==> src/rtl/word_serializer_mod7_pkg.sv <==
// Shared types and constants for the word serializer feeding the serial mod-7 checker.
package word_serializer_mod7_pkg;
  typedef enum logic [1:0] {
    IDLE  = 2'd0,
    SHIFT = 2'd1,
    WAIT  = 2'd2,
    DONE  = 2'd3
  } state_t;

  localparam int REM_W = 4;
endpackage

==> src/rtl/word_serializer_mod7_if.sv <==
// Word handshake, checker link and result handshake bundled for the serializer.
interface word_serializer_mod7_if #(parameter int WIDTH = 8);
  import word_serializer_mod7_pkg::*;

  logic [WIDTH-1:0] Word_In;
  logic             Word_Valid;
  logic             Word_Ready;
  logic             STRING_Out;
  logic             Clear_Out;
  logic [REM_W-1:0] Remainder_In;
  logic             Divisible_In;
  logic             Result_Valid;
  logic [REM_W-1:0] Result_Remainder;
  logic             Result_Divisible;
  logic             Result_Ack;

  // master = producer/checker/consumer side, slave = the serializer
  modport master (
    output Word_In, Word_Valid, Remainder_In, Divisible_In, Result_Ack,
    input  Word_Ready, STRING_Out, Clear_Out, Result_Valid, Result_Remainder, Result_Divisible
  );

  modport slave (
    input  Word_In, Word_Valid, Remainder_In, Divisible_In, Result_Ack,
    output Word_Ready, STRING_Out, Clear_Out, Result_Valid, Result_Remainder, Result_Divisible
  );
endinterface

==> src/rtl/word_serializer_mod7.sv <==
// Loads a parallel word, shifts it MSB-first into the mod-7 checker, then holds
// the checker's verdict until the consumer acknowledges it.
module word_serializer_mod7
  import word_serializer_mod7_pkg::*;
#(
  parameter int WIDTH = 8,
  localparam int CNT_W = $clog2(WIDTH + 1)
) (
  input logic                  Clock,
  input logic                  Reset,
  word_serializer_mod7_if.slave bus
);

  state_t           state, state_nxt;
  logic [WIDTH-1:0] shreg;
  logic [CNT_W-1:0] cnt;
  logic [REM_W-1:0] res_rem;
  logic             res_div;
  logic             ready, clear, valid;

  always_ff @(posedge Clock) begin
    if (Reset) state <= IDLE;
    else       state <= state_nxt;
  end

  always_comb begin
    state_nxt = state;
    case (state)
      IDLE:    if (bus.Word_Valid) state_nxt = SHIFT;
      SHIFT:   if (cnt == CNT_W'(1)) state_nxt = WAIT;
      WAIT:    state_nxt = DONE;
      DONE:    if (bus.Result_Ack) state_nxt = IDLE;
      default: state_nxt = IDLE;
    endcase
  end

  always_comb begin
    ready = 1'b0;
    clear = 1'b0;
    valid = 1'b0;
    case (state)
      IDLE:    begin ready = 1'b1; clear = 1'b1; end
      DONE:    begin clear = 1'b1; valid = 1'b1; end
      default: ;
    endcase
  end

  // Zero-fill guarantees shreg is all-zero outside SHIFT, so its MSB is the
  // registered serial output with no state gating.
  always_ff @(posedge Clock) begin
    if (Reset) begin
      shreg   <= '0;
      cnt     <= '0;
      res_rem <= '0;
      res_div <= 1'b0;
    end else begin
      case (state)
        IDLE: if (bus.Word_Valid) begin
          shreg <= bus.Word_In;
          cnt   <= CNT_W'(WIDTH);
        end
        SHIFT: begin
          shreg <= shreg << 1;
          cnt   <= cnt - CNT_W'(1);
        end
        WAIT: begin
          res_rem <= bus.Remainder_In;
          res_div <= bus.Divisible_In;
        end
        default: ;
      endcase
    end
  end

  assign bus.Word_Ready       = ready;
  assign bus.Clear_Out        = clear;
  assign bus.Result_Valid     = valid;
  assign bus.STRING_Out       = shreg[WIDTH-1];
  assign bus.Result_Remainder = res_rem;
  assign bus.Result_Divisible = res_div;

endmodule

==> src/flat_wrapper.sv <==
// flat-port wrapper written by rule: the top's interface ports become plain ports
module word_serializer_mod7_flat import word_serializer_mod7_pkg::*;
#(
  parameter int WIDTH = 8,
  localparam int CNT_W = $clog2(WIDTH + 1)
)
  (Clock, Reset, bus_Word_In, bus_Word_Valid, bus_Remainder_In, bus_Divisible_In, bus_Result_Ack, bus_Word_Ready, bus_STRING_Out, bus_Clear_Out, bus_Result_Valid, bus_Result_Remainder, bus_Result_Divisible);
  word_serializer_mod7_if #(.WIDTH(WIDTH)) bus_i ();
  input logic Clock;
  input logic Reset;
  input wire logic [$bits(bus_i.Word_In)-1:0] bus_Word_In;
  input wire logic [$bits(bus_i.Word_Valid)-1:0] bus_Word_Valid;
  input wire logic [$bits(bus_i.Remainder_In)-1:0] bus_Remainder_In;
  input wire logic [$bits(bus_i.Divisible_In)-1:0] bus_Divisible_In;
  input wire logic [$bits(bus_i.Result_Ack)-1:0] bus_Result_Ack;
  output wire logic [$bits(bus_i.Word_Ready)-1:0] bus_Word_Ready;
  output wire logic [$bits(bus_i.STRING_Out)-1:0] bus_STRING_Out;
  output wire logic [$bits(bus_i.Clear_Out)-1:0] bus_Clear_Out;
  output wire logic [$bits(bus_i.Result_Valid)-1:0] bus_Result_Valid;
  output wire logic [$bits(bus_i.Result_Remainder)-1:0] bus_Result_Remainder;
  output wire logic [$bits(bus_i.Result_Divisible)-1:0] bus_Result_Divisible;
  assign bus_i.Word_In = bus_Word_In;
  assign bus_i.Word_Valid = bus_Word_Valid;
  assign bus_i.Remainder_In = bus_Remainder_In;
  assign bus_i.Divisible_In = bus_Divisible_In;
  assign bus_i.Result_Ack = bus_Result_Ack;
  assign bus_Word_Ready = bus_i.Word_Ready;
  assign bus_STRING_Out = bus_i.STRING_Out;
  assign bus_Clear_Out = bus_i.Clear_Out;
  assign bus_Result_Valid = bus_i.Result_Valid;
  assign bus_Result_Remainder = bus_i.Result_Remainder;
  assign bus_Result_Divisible = bus_i.Result_Divisible;
  word_serializer_mod7 #(.WIDTH(WIDTH)) u_core (.Clock(Clock), .Reset(Reset), .bus(bus_i));
endmodule
==> config.mk <==
export PLATFORM = sky130hd
export DESIGN_NAME = word_serializer_mod7_flat
export DESIGN_NICKNAME = d
export VERILOG_FILES = /design/src/rtl/word_serializer_mod7_pkg.sv /design/src/rtl/word_serializer_mod7_if.sv /design/src/rtl/word_serializer_mod7.sv /design/src/flat_wrapper.sv
export SDC_FILE = /design/constraint.sdc
export NUM_CORES = 1
export LEC_CHECK = 0
export BUFFER_PORTS_ARGS = -buffer_cell sky130_fd_sc_hd__buf_2
export CELL_PAD_IN_SITES_DETAIL_PLACEMENT = 2
export CELL_PAD_IN_SITES_GLOBAL_PLACEMENT = 2
export CORE_MARGIN = 5
export CORE_UTILIZATION = 27
export CTS_CLUSTER_SIZE = 24
export DETAILED_ROUTE_END_ITERATION = 16
export PLACE_DENSITY = 0.83
export SETUP_SLACK_MARGIN = 0.5
export SLEW_MARGIN = 5
export SYNTH_ARGS = -nofsm -noshare
export SYNTH_HDL_FRONTEND = slang
export SYNTH_SLANG_ARGS = --single-unit
==> constraint.sdc <==
create_clock -name Clock -period 1.6 [get_ports Clock]
set_clock_uncertainty 0.05 [all_clocks]
set_input_delay 0.32 -clock Clock [delete_from_list [all_inputs] [get_ports Clock]]
set_output_delay 0.32 -clock Clock [all_outputs]
set_load 0.05 [all_outputs]
==> summary.md <==
The run finished, with violations left. For this block, the routed nets add up to 3550 µm of wire. In this run, synthesis produced a sequential element count of 19. Overall global routing resource usage: 16.9%. The mean cell area of the mapped netlist is 9.51 µm², and the net count after synthesis is 119.

Category of the critical setup timing path: reg2reg. The proportion of synthesized chip area in sequential cells was 41.6%; the total CTS buffers was 3. The worst supply voltage drop on vdd came out at 0.702 mV. TritonCTS built the clock tree. In this run the cell area measured after placement is 1110 µm². After detailed routing, the number of vias per cell comes to 4.77.

Clock-pin slew was measured on the worst setup and hold paths at 0.12 ns. The largest fanout on the critical path was 2; the wire length per cell was 19.3 µm. The floorplan has 21 rows. The first detailed-routing pass took 3 iterations. The tools report the register-to-register path setup slack as -0.05 ns. Data on the critical path arrives at its endpoint at 1.83 ns. The run gives 0 as the number of warnings issued by yosys. Synthesis handed over a netlist of 96 instances.

The tools report the kind of capture point of the worst setup path as a register. The worst path in the final design needs a cycle of 1.65 ns, including I/O delays and setup. The die is 68.2 µm wide. In this run the deepest clock path goes through 2 buffers. The worst hold path stage count works out to 3. For the worst setup path, the data required time is 1.77 ns.

Routability-driven placement finished with a final weighted congestion of 0.810. The final critical path takes up 103% of the cycle. The area share of the largest cell type after synthesis was 41.6%. The number of different library cells used by synthesis comes to 24. The tools report the number of H-tree levels as 1. The floorplan step defined a die boundary enclosing 4650 µm². The slew at the pin closest to its max-slew limit is 0.454 ns. The net count of the finished layout was 162.

The worst setup path is launched from a register. Of all cell types, the one taking the most synthesized area is dfxtp_1. The path class of the tightest hold or removal check is in2reg.

The worst-case setup margin in the final layout is -0.0541 ns, and the first-pass GRT wire length is 5620 µm. Power spread over the standard cell area amounts to 2180 nW/µm². The logs give 0.633 nW for the leakage power summed over all cells and 1770 µm for the HPWL after detailed placement. The number of global-route vias before repair was 1009; the number of buffer cells added on primary ports was 25.

For the worst-skew pair, the clock arrives at the later sink with an insertion delay of 0.31 ns. The region available for standard cell placement spans 3310 µm². For the worst flop-to-flop path, the logic depth is 5. The fmax is 605 MHz.

The final reports fail on negative setup slack. The tools report the starting utilization of the core area as 27.6%. The top cell types in the final layout, fill and taps aside, are 16 x buf_2, 12 x mux2i_1, 10 x buf_4. The initial antenna violation count was 0; the total congestion overflow was 0. The tree is rooted in a clkbuf_4. In the post-synthesis netlist, the biggest area contributors are dfxtp_1 42%, mux2i_1 15%, ha_1 8.2%. The max-slew headroom at the worst pin was 69.7%; the fraction of layout cells with a size suffix above 1 was 65.9%. Timing analysis after detailed placement gives a worst setup slack of -0.0240 ns. The finished cells cover 1650 µm².

The violation count after the first detailed-routing iteration is 35, and the count of unresolved DRC violations after routing is 0. Once layout is complete, the cells apart from fillers number 184. Entering global routing, the biggest net connects 21 pins. Counting the fill cells in the layout gives 333. The number of top-level pins is 26, and the vertical extent of the die is 68.2 µm. The multi-input combinational cells in the finished layout cover a total of 724 µm².

For the post-route antenna net violation count, the log shows 0. Setup repair after global routing could not meet its margin everywhere. The logs give 0 for the final number of hold-violating endpoints and 0 for the number of maximum-capacitance constraint violations. Relative to the synthesized area, the layout overhead comes to 80.7%.

Clock tree synthesis found a total of 19 sinks. The logs give 0 for the number of max-slew violations in the final report and 877 for the via count of the routed design. Including well taps, the total number of placed cells is 162. The tools report the sequential standard cell area as 398 µm². The leading cell type in the layout, fill and taps excluded is buf_2. 0 antenna diodes ended up in the layout.

The tools report the area of the mapped netlist as 913 µm². Setup violations remaining at the end of the flow were counted as 2.
per-layer routing:
layer / vias up / global-route usage (%) / routed length (µm)
met4: 0 / 5.96 / 61
met3: 7 / 3.28 / 98
met2: 15 / 28.9 / 1780
met1: 430 / 21.0 / 1600
li1: 425 / - / -
met5: - / 0 / 0
metrics by stage:
step	util, %	power, mW	hold WS [ns]	TNS, ns
final	49.8	3.59	0.194	-0.0795
after global routing	49.8	3.79	0.195	-0.237
after CTS	46.4	3.21	0.190	-0.00683
after detailed placement	33.4	2.02	0.412	-0.0240
after global placement	33.4	1.93	0.404	0
after floorplan	-	1.80	0.382	0
state kept, by name (all words and copies together), names as in the netlist:
register                     flops
u_core.bus.Result_Remainder      4
u_core.bus.Result_Divisible      1
u_core.state                     2
u_core.shreg                     8
u_core.cnt                       4
path summary, 6_finish.rpt:
check / startpoint / endpoint
setup / recovery: u_core.cnt[1]$_SDFFE_PP0P_ / u_core.state[0]$_SDFFE_PP0P_
setup reg to reg: u_core.cnt[1]$_SDFFE_PP0P_ / u_core.state[0]$_SDFFE_PP0P_
hold reg to reg: u_core.shreg[0]$_SDFFE_PP0P_ / u_core.shreg[0]$_SDFFE_PP0P_
hold / removal: bus_Remainder_In[0] / u_core.bus.Result_Remainder[0]$_SDFFE_PP0P_
logic make-up (layout without fill, tap and decap cells):
kind of cell / after synthesis / after routing / share of synthesized area, %
AO/OA/AOI/OAI: 18 / 18 / 13.7
AND/OR/NAND/NOR: 25 / 25 / 14.0
flip-flops: 19 / 19 / 41.6
multiplexers: 15 / 18 / 16.6
adder cells (fa/ha/maj): 6 / 6 / 8.22
buffers and inverters: 13 / 52 / 5.89
layout make-up:
class / count / area share, %
repair buffers: 42 / 24.9
multi-input cells: 67 / 43.9
inverters: 6 / 1.90
well taps: 46 / 3.49
clock inverters: 1 / 0.303
flip-flops and latches: 19 / 24.1
clock buffers: 3 / 1.36
worst max-delay path, stage by stage, from the launching register on:
cell	delay, ns
dfxtp_2	0.35
inv_2	0.07
ha_4	0.12
or3b_4	0.40
a221o_1	0.36
a211oi_2	0.21
power by group:
part | internal, mW | switching, mW | total, mW | leakage, nW
Clock | 0.0934 | 0.167 | 0.260 | 0.0177
Sequential | 0.651 | 0.171 | 0.822 | 0.161
Combinational | 1.28 | 1.23 | 2.51 | 0.454
Total | 2.03 | 1.56 | 3.59 | 0.633
synth_stat cells, drive strengths merged:
cell type  number
nand2b          2
mux2i          14
a221o           1
a2111oi         1
clkbuf          2
a21oi           5
or3b            1
nor2b           2
nand3b          2
nand4b          1
a311oi          1
ha              6
dfxtp          19
buf             5
o31ai           1
inv             6
a211oi          8
nor4b           1
mux2            1
o21ai           1
nor2           12
nand3           1
nand2           3
what timing repair did:
action | CTS | global route
hold buffers | 0 | 0
gates resized for setup | 77 | 9
pin swaps | 5 | 1
gates cloned | 4 | 0
endpoints found under the setup margin | 28 | 28
buffers inserted | 9 | 5
No activity file was read; power rests on OpenSTA's default activity.
